**config.mk**
```make
export PLATFORM = sky130hd
export DESIGN_NAME = distram_fifo
export DESIGN_NICKNAME = d
export VERILOG_FILES = /design/src/rtl/distram_fifo_pkg.sv /design/src/rtl/distram_sdp.sv /design/src/rtl/distram_fifo.sv
export SDC_FILE = /design/constraint.sdc
export NUM_CORES = 2
export LEC_CHECK = 0
export BUFFER_PORTS_ARGS = -buffer_cell sky130_fd_sc_hd__buf_4
export CORE_ASPECT_RATIO = 0.9
export CORE_MARGIN = 2
export CORE_UTILIZATION = 50
export CTS_BUF_LIST = sky130_fd_sc_hd__clkbuf_4
export DETAILED_ROUTE_END_ITERATION = 6
export HOLD_SLACK_MARGIN = 0.15
export PLACE_DENSITY = 0.68
export SLEW_MARGIN = 15
export SYNTH_ARGS = -nofsm -noshare
export SYNTH_HDL_FRONTEND = slang
export SYNTH_SLANG_ARGS = --single-unit
```
**constraint.sdc**
```tcl
create_clock -name clk -period 7.1 [get_ports clk]
set_input_delay 1.775 -clock clk [delete_from_list [all_inputs] [get_ports clk]]
set_output_delay 1.775 -clock clk [all_outputs]
set_load 0.02 [all_outputs]
```
**src/rtl/distram_fifo_pkg.sv**
```systemverilog
// Shared constants for the distributed-RAM FIFO family.
// Legal depth range and the address width of one LUT-RAM primitive.
package distram_fifo_pkg;

    localparam int DEPTH_LOG2_MIN = 2;
    localparam int DEPTH_LOG2_MAX = 8;
    localparam int PRIM_ADDR_BITS = 6;

endpackage

```
**src/rtl/distram_sdp.sv**
```systemverilog
// Simple-dual-port distributed RAM: synchronous write, asynchronous read.
// Small depths map bitwise onto 64x1 LUT-RAM cells; larger depths are inferred.
import distram_fifo_pkg::*;

// Behavioural 64x1 dual-port LUT-RAM cell, read-port subset of the vendor RAM64X1D.
module RAM64X1D (
    input  logic WCLK,
    input  logic WE,
    input  logic D,
    input  logic A0,
    input  logic A1,
    input  logic A2,
    input  logic A3,
    input  logic A4,
    input  logic A5,
    input  logic DPRA0,
    input  logic DPRA1,
    input  logic DPRA2,
    input  logic DPRA3,
    input  logic DPRA4,
    input  logic DPRA5,
    output logic DPO
);

    logic mem [64];
    logic [5:0] waddr;
    logic [5:0] raddr;

    assign waddr = {A5, A4, A3, A2, A1, A0};
    assign raddr = {DPRA5, DPRA4, DPRA3, DPRA2, DPRA1, DPRA0};

    always_ff @(posedge WCLK) begin
        if (WE)
            mem[waddr] <= D;
    end

    assign DPO = mem[raddr];

endmodule

module distram_sdp #(
    parameter int WIDTH     = 32,
    parameter int ADDR_BITS = 6
) (
    input  logic                 clk,
    input  logic [ADDR_BITS-1:0] wraddr,
    input  logic [WIDTH-1:0]     wrdata,
    input  logic                 wren,
    input  logic [ADDR_BITS-1:0] rdaddr,
    output logic [WIDTH-1:0]     rddata
);

    generate
        if (ADDR_BITS <= PRIM_ADDR_BITS) begin : g_prim
            // Unused upper address bits of each cell are tied low.
            logic [PRIM_ADDR_BITS-1:0] wa;
            logic [PRIM_ADDR_BITS-1:0] ra;

            assign wa = PRIM_ADDR_BITS'(wraddr);
            assign ra = PRIM_ADDR_BITS'(rdaddr);

            for (genvar b = 0; b < WIDTH; b++) begin : g_bit
                RAM64X1D u_cell (
                    .WCLK  (clk),
                    .WE    (wren),
                    .D     (wrdata[b]),
                    .A0    (wa[0]),
                    .A1    (wa[1]),
                    .A2    (wa[2]),
                    .A3    (wa[3]),
                    .A4    (wa[4]),
                    .A5    (wa[5]),
                    .DPRA0 (ra[0]),
                    .DPRA1 (ra[1]),
                    .DPRA2 (ra[2]),
                    .DPRA3 (ra[3]),
                    .DPRA4 (ra[4]),
                    .DPRA5 (ra[5]),
                    .DPO   (rddata[b])
                );
            end
        end else begin : g_infer
            logic [WIDTH-1:0] mem [2**ADDR_BITS];

            always_ff @(posedge clk) begin
                if (wren)
                    mem[wraddr] <= wrdata;
            end

            assign rddata = mem[rdaddr];
        end
    endgenerate

endmodule

```
**src/rtl/distram_fifo.sv**
```systemverilog
// First-word-fall-through FIFO on distributed RAM.
// State is just two wrap-around pointers; flags and occupancy derive from them.
import distram_fifo_pkg::*;

module distram_fifo #(
    parameter int WIDTH      = 32,
    parameter int DEPTH_LOG2 = 6
) (
    input  logic                  clk,
    input  logic                  reset,
    input  logic                  flush,
    input  logic [WIDTH-1:0]      wr_data,
    input  logic                  wr_en,
    output logic                  full,
    output logic [WIDTH-1:0]      rd_data,
    input  logic                  rd_en,
    output logic                  empty,
    output logic [DEPTH_LOG2:0]   count
);

    localparam int CNT_BITS = DEPTH_LOG2 + 1;
    localparam logic [CNT_BITS-1:0] DEPTH = CNT_BITS'(2**DEPTH_LOG2);

    logic [CNT_BITS-1:0] wr_ptr;
    logic [CNT_BITS-1:0] rd_ptr;
    logic                wr_ok;
    logic                rd_ok;

    // Extra pointer MSB separates a full ring from an empty one.
    assign count = wr_ptr - rd_ptr;
    assign empty = (wr_ptr == rd_ptr);
    assign full  = (count == DEPTH);

    assign wr_ok = wr_en && !full;
    assign rd_ok = rd_en && !empty;

    always_ff @(posedge clk or posedge reset) begin
        if (reset) begin
            wr_ptr <= '0;
            rd_ptr <= '0;
        end else if (flush) begin
            wr_ptr <= '0;
            rd_ptr <= '0;
        end else begin
            if (wr_ok)
                wr_ptr <= wr_ptr + CNT_BITS'(1);
            if (rd_ok)
                rd_ptr <= rd_ptr + CNT_BITS'(1);
        end
    end

    distram_sdp #(
        .WIDTH     (WIDTH),
        .ADDR_BITS (DEPTH_LOG2)
    ) u_ram (
        .clk    (clk),
        .wraddr (wr_ptr[DEPTH_LOG2-1:0]),
        .wrdata (wr_data),
        .wren   (wr_ok && !flush),
        .rdaddr (rd_ptr[DEPTH_LOG2-1:0]),
        .rddata (rd_data)
    );

endmodule
```
==> impl_metrics.tcl <==
set metrics [dict create \
    status "finished, violations left" \
    violations "DRC" \
    dp_hpwl_um 103200 \
    p_leak_nw 27.46 \
    cts_hold_buffers 0 \
    final.setup.tns_ns 0 \
    ys_seq_elements 2062 \
    vias 39338 \
    cts_htree_levels 5 \
    grt_max_degree 118 \
    start_util_pct 50.39 \
    synth_edf_count 2048 \
    clkPwrFrac_pct 33.4 \
    synth_top_area_share_pct 77.58 \
    cp_slowest_cell "nor4_1" \
    routed_wl_um 199000 \
    cts_tree "built" \
    core-area_sq_um 157300 \
    via_per_inst 6.242 \
    internal-power_mw 20.57 \
    fin_cells 6302 \
    holdWs_ns 0.5564 \
    n_fill_cell 11482 \
    post-cts-setup-buffers 0 \
    drive_above_1_share_pct 38.14 \
    synth.distinct_cells 53 \
    dieWidth_um 423.7 \
    cp-end-kind "primary output" \
    yosys_warnings 0 \
    remaining_drc_errors 3 \
    cts_buffers 486 \
    dpl_cell_area_sq_um 82980 \
    drtIter0Drc 5265 \
    final_cell_mix "2048 x edfxtp_1, 701 x clkbuf_4, 585 x mux4_2, 189 x buf_4, 109 x clkinv_1" \
    final_common_cell "edfxtp_1" \
    die-area_sq_um 161700 \
    yosys-top-cells-area "edfxtp_1 78%, mux4_2 17%, mux2i_1 0.72%, nor2_1 0.50%, dfrtp_1 0.44%" \
    cp.required_ns 5.33 \
    ys.flop_type "edfxtp_1" \
    max-vdd-ir-drop_mv 0.2959 \
    slew_viol_final 0 \
    regArea_sq_um 61870 \
    hold_viol 0 \
    antenna_found_initial 7 \
    worstMarginPinSlew_ns 1.132 \
    pwr-share-comb_pct 17.6 \
    ys_seq_area_share_pct 78.03 \
    sw_frac_of_total_pct 25.37 \
    crit_type "reg2out" \
    multiInputGateArea_sq_um 16760 \
    seqPwrFrac_pct 49.0 \
    fin_area_sq_um 88950 \
    syn_nets 3412 \
    avgSynthCellArea_sq_um 23.55 \
    p_total_mw 27.57 \
    grt_pass1_vias 39381 \
    skew_ns 0.08588 \
    slew-limit-headroom_pct 24.32 \
    cts_root_buffer "clkbuf_4" \
    clkSinkCount 2062 \
    crit_path_max_incr_delay_ns 0.75 \
    clk_pin_slew_ns 0.07 \
    cp_max_fo 37 \
    grt_pass1_wl_um 280800 \
    hp-class "in2async" \
    drv_cap 0 \
    clk_latency_ns 1.39 \
    io_pins 78 \
    dpl_worst_slack_ns 1.788 \
    syn_to_final_growth_pct 12.21 \
    max_freq_mhz 146.7 \
    overflow 0 \
    place_inst 5455 \
    nets 3889 \
    p_per_area_nw_per_um2 309.9 \
    drtPass1Iterations 7 \
    switching_power_mw 6.993 \
    cp-start-kind "flop" \
    setup_ws_ns 0.2842 \
    utilization_pct 56.55 \
    cts_max_path_buffers 4 \
    netlist_instances 3366 \
    ant_nets 0 \
    io_buffers 77 \
    wl_per_cell_um 31.57 \
    rsz0062_at_grt "no" \
    cp_cell_sequence "inv_2, buf_4, ha_1, nand2b_1, a21oi_1, xor2_1, nor4_1, nand2_1, inv_2, buf_4" \
    fin_crit_sh_pct 96.00 \
    synth_area_leader_cell "edfxtp_1" \
    cts.repair.resized 0 \
    rows 138 \
    min_period_ns 6.816 \
    async_reset_ff_share_pct 0.6790 \
    syn_area_sq_um 79270 \
    dieHeight_um 381.7 \
    critPathArrivalTime_ns 5.04 \
    setup_viol 0 \
    gp_congestion 0.8254 \
    groute.usage.overall_pct 24.57 \
]
-- Yosys cell counts (4+ instances only) --
master,number
a2111oi_0,8
a211oi_1,6
a21oi_1,20
a221o_1,22
a221oi_1,8
a22oi_1,14
a32o_1,4
buf_1,22
buf_2,60
buf_4,45
buf_6,5
clkbuf_1,80
dfrtp_1,14
edfxtp_1,2048
ha_1,8
inv_1,12
mux2i_1,57
mux4_2,585
nand2_1,88
nand2b_1,6
nand3_1,21
nand3b_1,5
nor2_1,106
nor2b_1,5
nor3_1,24
nor4_1,9
o211ai_2,4
o21ai_0,9
o221ai_1,10
o22ai_1,14
xnor2_1,6
xor2_1,4
-- worst max-delay path: cells and delay by family, from the launching register on --
family                     cells  cell delay (ns)
AOI/OAI and AO/OA              1             0.09
xor gates and xnor gates       1             0.17
adders and majority gates      1             0.37
buffers and inverters          4             1.18
DFF                            1             0.74
and+or+nand+nor                3             1.10
-- power by group through the flow --
stage | Combinational [mW] | Clock, mW | Sequential, mW
2_1_floorplan | 3.73 | 0 | 13.7
5_1_grt | 5.15 | 9.99 | 13.5
6_report | 4.86 | 9.20 | 13.5
4_1_cts | 4.94 | 9.37 | 13.5
3_3_place_gp | 4.91 | 0 | 13.8
3_5_place_dp | 4.93 | 0 | 13.8
-- metal layers --
layer | GRT usage, % | routed length [um] | vias up
met5 | 0 | 20 | -
li1 | - | - | 15709
met2 | 38.44 | 96220 | 2289
met4 | 7.961 | 4755 | 4
met3 | 5.114 | 19490 | 320
met1 | 35.03 | 78480 | 21016
-- kinds of logic after synthesis --
logic type,after synthesis,share of synthesized area [%]
AOI/OAI and AO/OA,135,1.343
xor gates and xnor gates,11,0.1452
adders and majority gates,9,0.1515
buffers and inverters,227,1.430
DFF,2062,78.03
muxes,645,17.38
and+or+nand+nor,277,1.522
-- state kept, by name, summed over array words and instances (netlist names) --
register                       count
u_ram.g_prim.g_bit.u_cell.mem   2048
wr_ptr                             7
rd_ptr                             7
-- cell type report --
| class | instances | share of cell area, % |
|---|---|---|
| well taps | 2100 | 2.954 |
| clock buffers | 701 | 5.916 |
| multi-input cells | 1077 | 18.84 |
| flip-flops and latches | 2062 | 69.56 |
| clock inverters | 134 | 0.7610 |
| inverters | 15 | 0.07174 |
| repair buffers | 201 | 1.865 |
| diodes | 12 | 0.03376 |
-- worst paths after layout --
path	slack [ns]	cells past startpoint	endpoint	from
worst max-delay path	0.28	10	full	rd_ptr[1]$_DFFE_PP0P_
worst min-delay path	0.56	2	rd_ptr[0]$_DFFE_PP0P_	reset
worst max register to register	1.86	10	u_ram.g_prim.g_bit[20].u_cell.mem[40]$_DFFE_PP_	rd_ptr[1]$_DFFE_PP0P_
worst min register to register	0.59	2	rd_ptr[6]$_DFFE_PP0P_	rd_ptr[6]$_DFFE_PP0P_
max in group asynchronous	5.98	2	rd_ptr[4]$_DFFE_PP0P_	reset
min in group clk	0.59	2	rd_ptr[6]$_DFFE_PP0P_	rd_ptr[6]$_DFFE_PP0P_
(Power assumes the default switching activity.)
